[config.mk]
export PLATFORM = sky130hd
export DESIGN_NAME = spi_pixel_loader
export DESIGN_NICKNAME = d
export VERILOG_FILES = /design/src/rtl/neopix_pkg.sv /design/src/rtl/pixel_dpram.sv /design/src/rtl/spi_pixel_loader.sv
export SDC_FILE = /design/constraint.sdc
export NUM_CORES = 1
export LEC_CHECK = 0
export CELL_PAD_IN_SITES_DETAIL_PLACEMENT = 0
export CELL_PAD_IN_SITES_GLOBAL_PLACEMENT = 1
export CORE_MARGIN = 2
export CORE_UTILIZATION = 40
export CTS_CLUSTER_DIAMETER = 50
export DETAILED_ROUTE_END_ITERATION = 12
export DONT_BUFFER_PORTS = 1
export MAX_ROUTING_LAYER = met4
export PLACE_DENSITY = 0.7
export SYNTH_ARGS = -nofsm -noshare
export SYNTH_HDL_FRONTEND = slang
export SYNTH_SLANG_ARGS = --single-unit
[constraint.sdc]
create_clock -name clk_i -period 4.1 [get_ports clk_i]
set_input_delay 1.23 -clock clk_i [delete_from_list [all_inputs] [get_ports clk_i]]
set_output_delay 1.23 -clock clk_i [all_outputs]
set_load 0.1 [all_outputs]
[src/rtl/neopix_pkg.sv]
// Shared constants and types for the SPI pixel loader: byte-phase codes,
// FSM state encoding and the input synchronizer depth.
package neopix_pkg;

    localparam logic [1:0] PH_R = 2'd0;
    localparam logic [1:0] PH_G = 2'd1;
    localparam logic [1:0] PH_B = 2'd2;

    localparam int SYNC_STAGES = 2;

    typedef enum logic [1:0] {
        ST_IDLE  = 2'd0,
        ST_RECV  = 2'd1,
        ST_CHECK = 2'd2,
        ST_PEND  = 2'd3
    } state_t;

endpackage

[src/rtl/pixel_dpram.sv]
// Two-bank pixel store: one write port, one registered read port.
// Written with no reset on the array or read register so it maps onto block RAM.
module pixel_dpram #(
    parameter int DW    = 24,
    parameter int ABITS = 4
) (
    input  logic             clk,
    input  logic             we,
    input  logic [ABITS-1:0] waddr,
    input  logic [DW-1:0]    wdata,
    input  logic [ABITS-1:0] raddr,
    output logic [DW-1:0]    rdata
);

    logic [DW-1:0] mem [2**ABITS];

    always_ff @(posedge clk) begin
        if (we) begin
            mem[waddr] <= wdata;
        end
        rdata <= mem[raddr];
    end

endmodule

[src/rtl/spi_pixel_loader.sv]
// SPI-slave RGB frame receiver feeding a double-buffered pixel RAM that the
// NeoPixel serializer reads; swaps banks and strobes start once a good frame lands.
module spi_pixel_loader
    import neopix_pkg::*;
#(
    parameter  int NUM_LEDS = 8,
    localparam int AW       = $clog2(NUM_LEDS)
) (
    input  logic          clk_i,
    input  logic          reset_ni,
    input  logic          spi_sclk_i,
    input  logic          spi_mosi_i,
    input  logic          spi_cs_ni,
    input  logic          busy_i,
    input  logic [AW-1:0] rd_addr_i,
    output logic [7:0]    red_o,
    output logic [7:0]    green_o,
    output logic [7:0]    blue_o,
    output logic [AW-1:0] led_count_o,
    output logic          start_o,
    output logic          frame_err_o
);

    localparam logic [AW-1:0] PTR_MAX = '1;

    logic [SYNC_STAGES-1:0] sclk_sync, mosi_sync, cs_sync;
    logic sclk_d, cs_d, sclk_s, mosi_s, cs_s;
    logic sclk_rise, cs_fall, cs_rise;

    state_t        state, state_next;
    logic          swap, set_err, good;
    logic          disp_bank, rd_valid, ovf;
    logic [2:0]    bit_cnt;
    logic [1:0]    phase;
    logic [6:0]    shift;
    logic [7:0]    r_lat, g_lat, rx_byte;
    logic [AW-1:0] wr_ptr;
    logic          bit_done, we;
    logic [23:0]   rdata;

    // CS synchronizer resets high so reset release never looks like a CS edge.
    always_ff @(posedge clk_i or negedge reset_ni) begin
        if (!reset_ni) begin
            sclk_sync <= '0;
            mosi_sync <= '0;
            cs_sync   <= '1;
            sclk_d    <= 1'b0;
            cs_d      <= 1'b1;
        end else begin
            sclk_sync <= {sclk_sync[SYNC_STAGES-2:0], spi_sclk_i};
            mosi_sync <= {mosi_sync[SYNC_STAGES-2:0], spi_mosi_i};
            cs_sync   <= {cs_sync[SYNC_STAGES-2:0], spi_cs_ni};
            sclk_d    <= sclk_s;
            cs_d      <= cs_s;
        end
    end

    assign sclk_s    = sclk_sync[SYNC_STAGES-1];
    assign mosi_s    = mosi_sync[SYNC_STAGES-1];
    assign cs_s      = cs_sync[SYNC_STAGES-1];
    assign sclk_rise = sclk_s & ~sclk_d;
    assign cs_fall   = ~cs_s & cs_d;
    assign cs_rise   = cs_s & ~cs_d;

    assign bit_done = (state == ST_RECV) && sclk_rise && !cs_s && (bit_cnt == 3'd7);
    assign rx_byte  = {shift, mosi_s};
    assign we       = bit_done && (phase == PH_B) && (wr_ptr != PTR_MAX);

    // Pointer and overflow only restart when a frame is accepted (IDLE); a frame
    // started in CHECK/PEND is dropped and must not disturb the pending count.
    always_ff @(posedge clk_i or negedge reset_ni) begin
        if (!reset_ni) begin
            bit_cnt <= '0;
            phase   <= PH_R;
            shift   <= '0;
            r_lat   <= '0;
            g_lat   <= '0;
            wr_ptr  <= '0;
            ovf     <= 1'b0;
        end else if (cs_fall) begin
            bit_cnt <= '0;
            phase   <= PH_R;
            if (state == ST_IDLE) begin
                wr_ptr <= '0;
                ovf    <= 1'b0;
            end
        end else if ((state == ST_RECV) && sclk_rise && !cs_s) begin
            shift   <= rx_byte[6:0];
            bit_cnt <= bit_cnt + 3'd1;
            if (bit_cnt == 3'd7) begin
                case (phase)
                    PH_R: begin
                        r_lat <= rx_byte;
                        phase <= PH_G;
                    end
                    PH_G: begin
                        g_lat <= rx_byte;
                        phase <= PH_B;
                    end
                    default: begin
                        phase <= PH_R;
                        if (wr_ptr == PTR_MAX) begin
                            ovf <= 1'b1;
                        end else begin
                            wr_ptr <= wr_ptr + 1'b1;
                        end
                    end
                endcase
            end
        end
    end

    assign good = (phase == PH_R) && !ovf && (wr_ptr != '0);

    always_comb begin
        state_next = state;
        swap       = 1'b0;
        set_err    = 1'b0;
        case (state)
            ST_IDLE:  if (cs_fall) state_next = ST_RECV;
            ST_RECV:  if (cs_rise) state_next = ST_CHECK;
            ST_CHECK: begin
                if (good) begin
                    state_next = ST_PEND;
                end else begin
                    state_next = ST_IDLE;
                    set_err    = 1'b1;
                end
            end
            ST_PEND: begin
                if (!busy_i) begin
                    swap       = 1'b1;
                    state_next = ST_IDLE;
                end
            end
            default:  state_next = ST_IDLE;
        endcase
    end

    always_ff @(posedge clk_i or negedge reset_ni) begin
        if (!reset_ni) begin
            state       <= ST_IDLE;
            disp_bank   <= 1'b0;
            led_count_o <= '0;
            start_o     <= 1'b0;
            frame_err_o <= 1'b0;
            rd_valid    <= 1'b0;
        end else begin
            state    <= state_next;
            start_o  <= swap;
            rd_valid <= 1'b1;
            if (swap) begin
                disp_bank   <= ~disp_bank;
                led_count_o <= wr_ptr;
                frame_err_o <= 1'b0;
            end else if (set_err) begin
                frame_err_o <= 1'b1;
            end
        end
    end

    pixel_dpram #(
        .DW    (24),
        .ABITS (AW + 1)
    ) u_ram (
        .clk   (clk_i),
        .we    (we),
        .waddr ({~disp_bank, wr_ptr}),
        .wdata ({r_lat, g_lat, rx_byte}),
        .raddr ({disp_bank, rd_addr_i}),
        .rdata (rdata)
    );

    // The RAM read register has no reset; hold the colour outputs at zero until
    // the first read after reset has completed.
    assign {red_o, green_o, blue_o} = rd_valid ? rdata : 24'h0;

endmodule
==> results.yml <==
global_routing:
  grt_usage: 0.161
  antenna_found_initial: 0
  grt_pass1_vias: 8154
  grt_pass1_wl_mm: 51.4
  grt_max_degree: 97
  grt-ovfl-total: 0
hold_path:
  hold_path_class: "reg -> reg"
pwr:
  pwr_density_cell_nw_per_um2: 510
  peakVddDrop_v: 0.000451
  total_power_mw: 9.90
  p_leak_nw: 6.26
synth:
  synth_most_common_cell: "edfxtp_1"
  synth_edf_count: 384
  mappedNetlistArea_um2: 17100
  syn_nets: 829
  netlist_instances: 813
  async_flop_share: 0.107
  synth_area_leaders: "edfxtp_1 67%, mux4_2 13%, dfrtp_1 6.7%"
  syn_avg_cell_area_um2: 21.1
  ys_types: 41
  yosysTopAreaCellShare: 0.673
  yosysSeqAreaShare: 0.773
  synth_top_area_cell: "edfxtp_1"
  synth_warnings: 0
  synth-seq-cells: 457
  synthFlopType: "edfxtp_1"
  synth_common_cells: "384 x edfxtp_1, 96 x mux4_2, 48 x a22oi_1, 46 x dfrtp_1, 41 x nand2_1"
worst_setup_path:
  start_kind: "flop"
  r2r-start: "bit_cnt[0]"
  cp_slowest_cell: "dfrtp_1"
  r2r_cells: 5
  r2r-end: "u_ram.mem[1][9]"
  critPathRequiredTime_ns: 2.87
  cpPeakStageDelay_ns: 0.57
  cp.arrival_ns: 1.90
  worstSetupPathType: "reg -> out"
  crit_start: "rd_valid"
  end_kind: "output pin"
  crit_path_end: "red_o[7]"
  r2r_setup_slack_ns: 1.36
  cp_common_cell: "buf_4"
  crit_fanout: 11
  crit_chain: "buf_4, and2_1, buf_4"
clocking:
  cts.sinks: 457
  cts_tree: "yes"
  cts-hold-fix-buffers: 0
  cts_buffers: 46
  worst_skew_pair.late_latency_ns: 0.55
  cts_resized: 0
  cts-root-buf: "clkbuf_16"
  clk_pin_slew_ns: 0.06
  htreeDepth: 2
  post_cts_buffers: 0
  clock_path_buffers: 3
floorplan:
  initial_utilization: 0.407
  pin_count: 38
  design.die.area_um2: 44500
  core_um2: 42100
  die_h_um: 211
  rows: 75
  fp.dieW_um: 211
timing:
  fmax_mhz: 320
  setup_viol: 0
  slew_violations: 0
  final.setup.worst_slack_ns: 0.972
  final.setup_skew_ns: 0.0162
  tightest_slew_ns: 0.934
  finalHoldViolCount: 0
  setup_tns_ns: 0
  rsz0062_at_grt: "no"
  max_slew_margin: 0.376
  min_period_over_period: 0.763
  period_needed_ns: 3.13
run_status:
  status: "complete, no violations"
routing:
  dr.first_iter.drc_count: 611
  wl_per_cell_um: 23.5
  drc: 0
  ant_nets: 0
  drt_first_pass_iters: 4
  vias: 7683
  wl_mm: 33.6
  avgViaCountPerCell: 5.36
placement:
  hpwl_mm: 19.2
  gp_congestion: 0.726
  dpl_worst_slack_ns: 1.31
  port_buffers: 0
finish:
  area_growth_pct: 13.4
  nNetsFinal: 874
  n_antenna_cell: 0
  n_fill_cell: 3485
  drive_gt1_frac: 0.279
job:
  max-cap-violations: 0
==> through the flow <==
step / cell area [um2] / cells / hold WS (ns) / util
5_1_grt: 19400 / 1434 / 0.344 / 0.461
2_1_floorplan: 17100 / 813 / 0.331 / -
4_1_cts: 19400 / 1434 / 0.348 / 0.461
3_3_place_gp: 18000 / 1349 / 0.336 / 0.427
6_report: 19400 / 1434 / 0.350 / 0.461
3_5_place_dp: 18000 / 1349 / 0.338 / 0.427
==> area by class of cell <==
class,instances,area [um2],area share
clock inverters,23,174,0.00895
repair buffers,38,285,0.0147
well taps,539,674,0.0347
clock buffers,62,1280,0.0659
inverters,7,26.3,0.00135
multi-input cells,308,3750,0.193
flip-flops and latches,457,13200,0.682
==> flip-flops by register name, indices dropped and copies added (netlist names), 3 cells and up <==
name,cells
bit_cnt,3
r_lat,8
led_count_o,3
u_ram.rdata,24
g_lat,8
wr_ptr,3
shift,7
u_ram.mem,384
==> cells in the final DEF, fill, tap and decap left out, drive strengths merged, types with 10 or more instances in the layout <==
master	instances
nand2	41
and2	29
edfxtp	384
dfrtp	46
dfxtp	24
clkinv	18
clkbuf	62
mux4	96
inv	10
buf	38
mux2	24
nor2	18
a22oi	48
==> worst max-delay path, delay by kind of cell, from the launching register on <==
kind | cells | cell delay, ns
DFF | 1 | 0.57
buffers and inverters | 2 | 0.57
and+or+nand+nor | 1 | 0.21
==> worst min path at each step <==
stage / cells past startpoint / slack (ns) / startpoint / endpoint
6_report: 0 / 0.35 / mosi_sync[0] / mosi_sync[1]
5_1_grt: 0 / 0.34 / reset_ni / r_lat[0]
4_1_cts: 0 / 0.35 / reset_ni / r_lat[1]
3_5_place_dp: 0 / 0.34 / mosi_sync[0] / mosi_sync[1]
3_3_place_gp: 0 / 0.34 / mosi_sync[0] / mosi_sync[1]
2_1_floorplan: 0 / 0.33 / mosi_sync[0] / mosi_sync[1]
==> power by group <==
part	switching [mW]	total, mW	internal (mW)	leakage (nW)
Clock	1.70	4.02	2.32	0.717
Sequential	0.126	5.22	5.10	4.20
Combinational	0.455	0.664	0.209	1.35
==> logic make-up after synthesis <==
logic type / after synthesis / synth area share
mux: 124 / 0.144
fa+ha+maj: 7 / 0.00511
other cells: 1 / 0.000219
flops: 457 / 0.773
buf+inv: 48 / 0.0142
compound gates: 65 / 0.0272
simple gates: 109 / 0.0351
xor+xnor: 2 / 0.00102
==> per-layer routing <==
metal / GRT usage / share of wire / vias to the layer above
met1: 0.222 / 0.45 / 4088
met4: 0.0347 / 0.015 / 0
met5: - / 0 / -
li1: - / - / 3389
met2: 0.255 / 0.49 / 155
met3: 0.0275 / 0.045 / 51
Note: power is estimated with default switching activity, not from simulation.
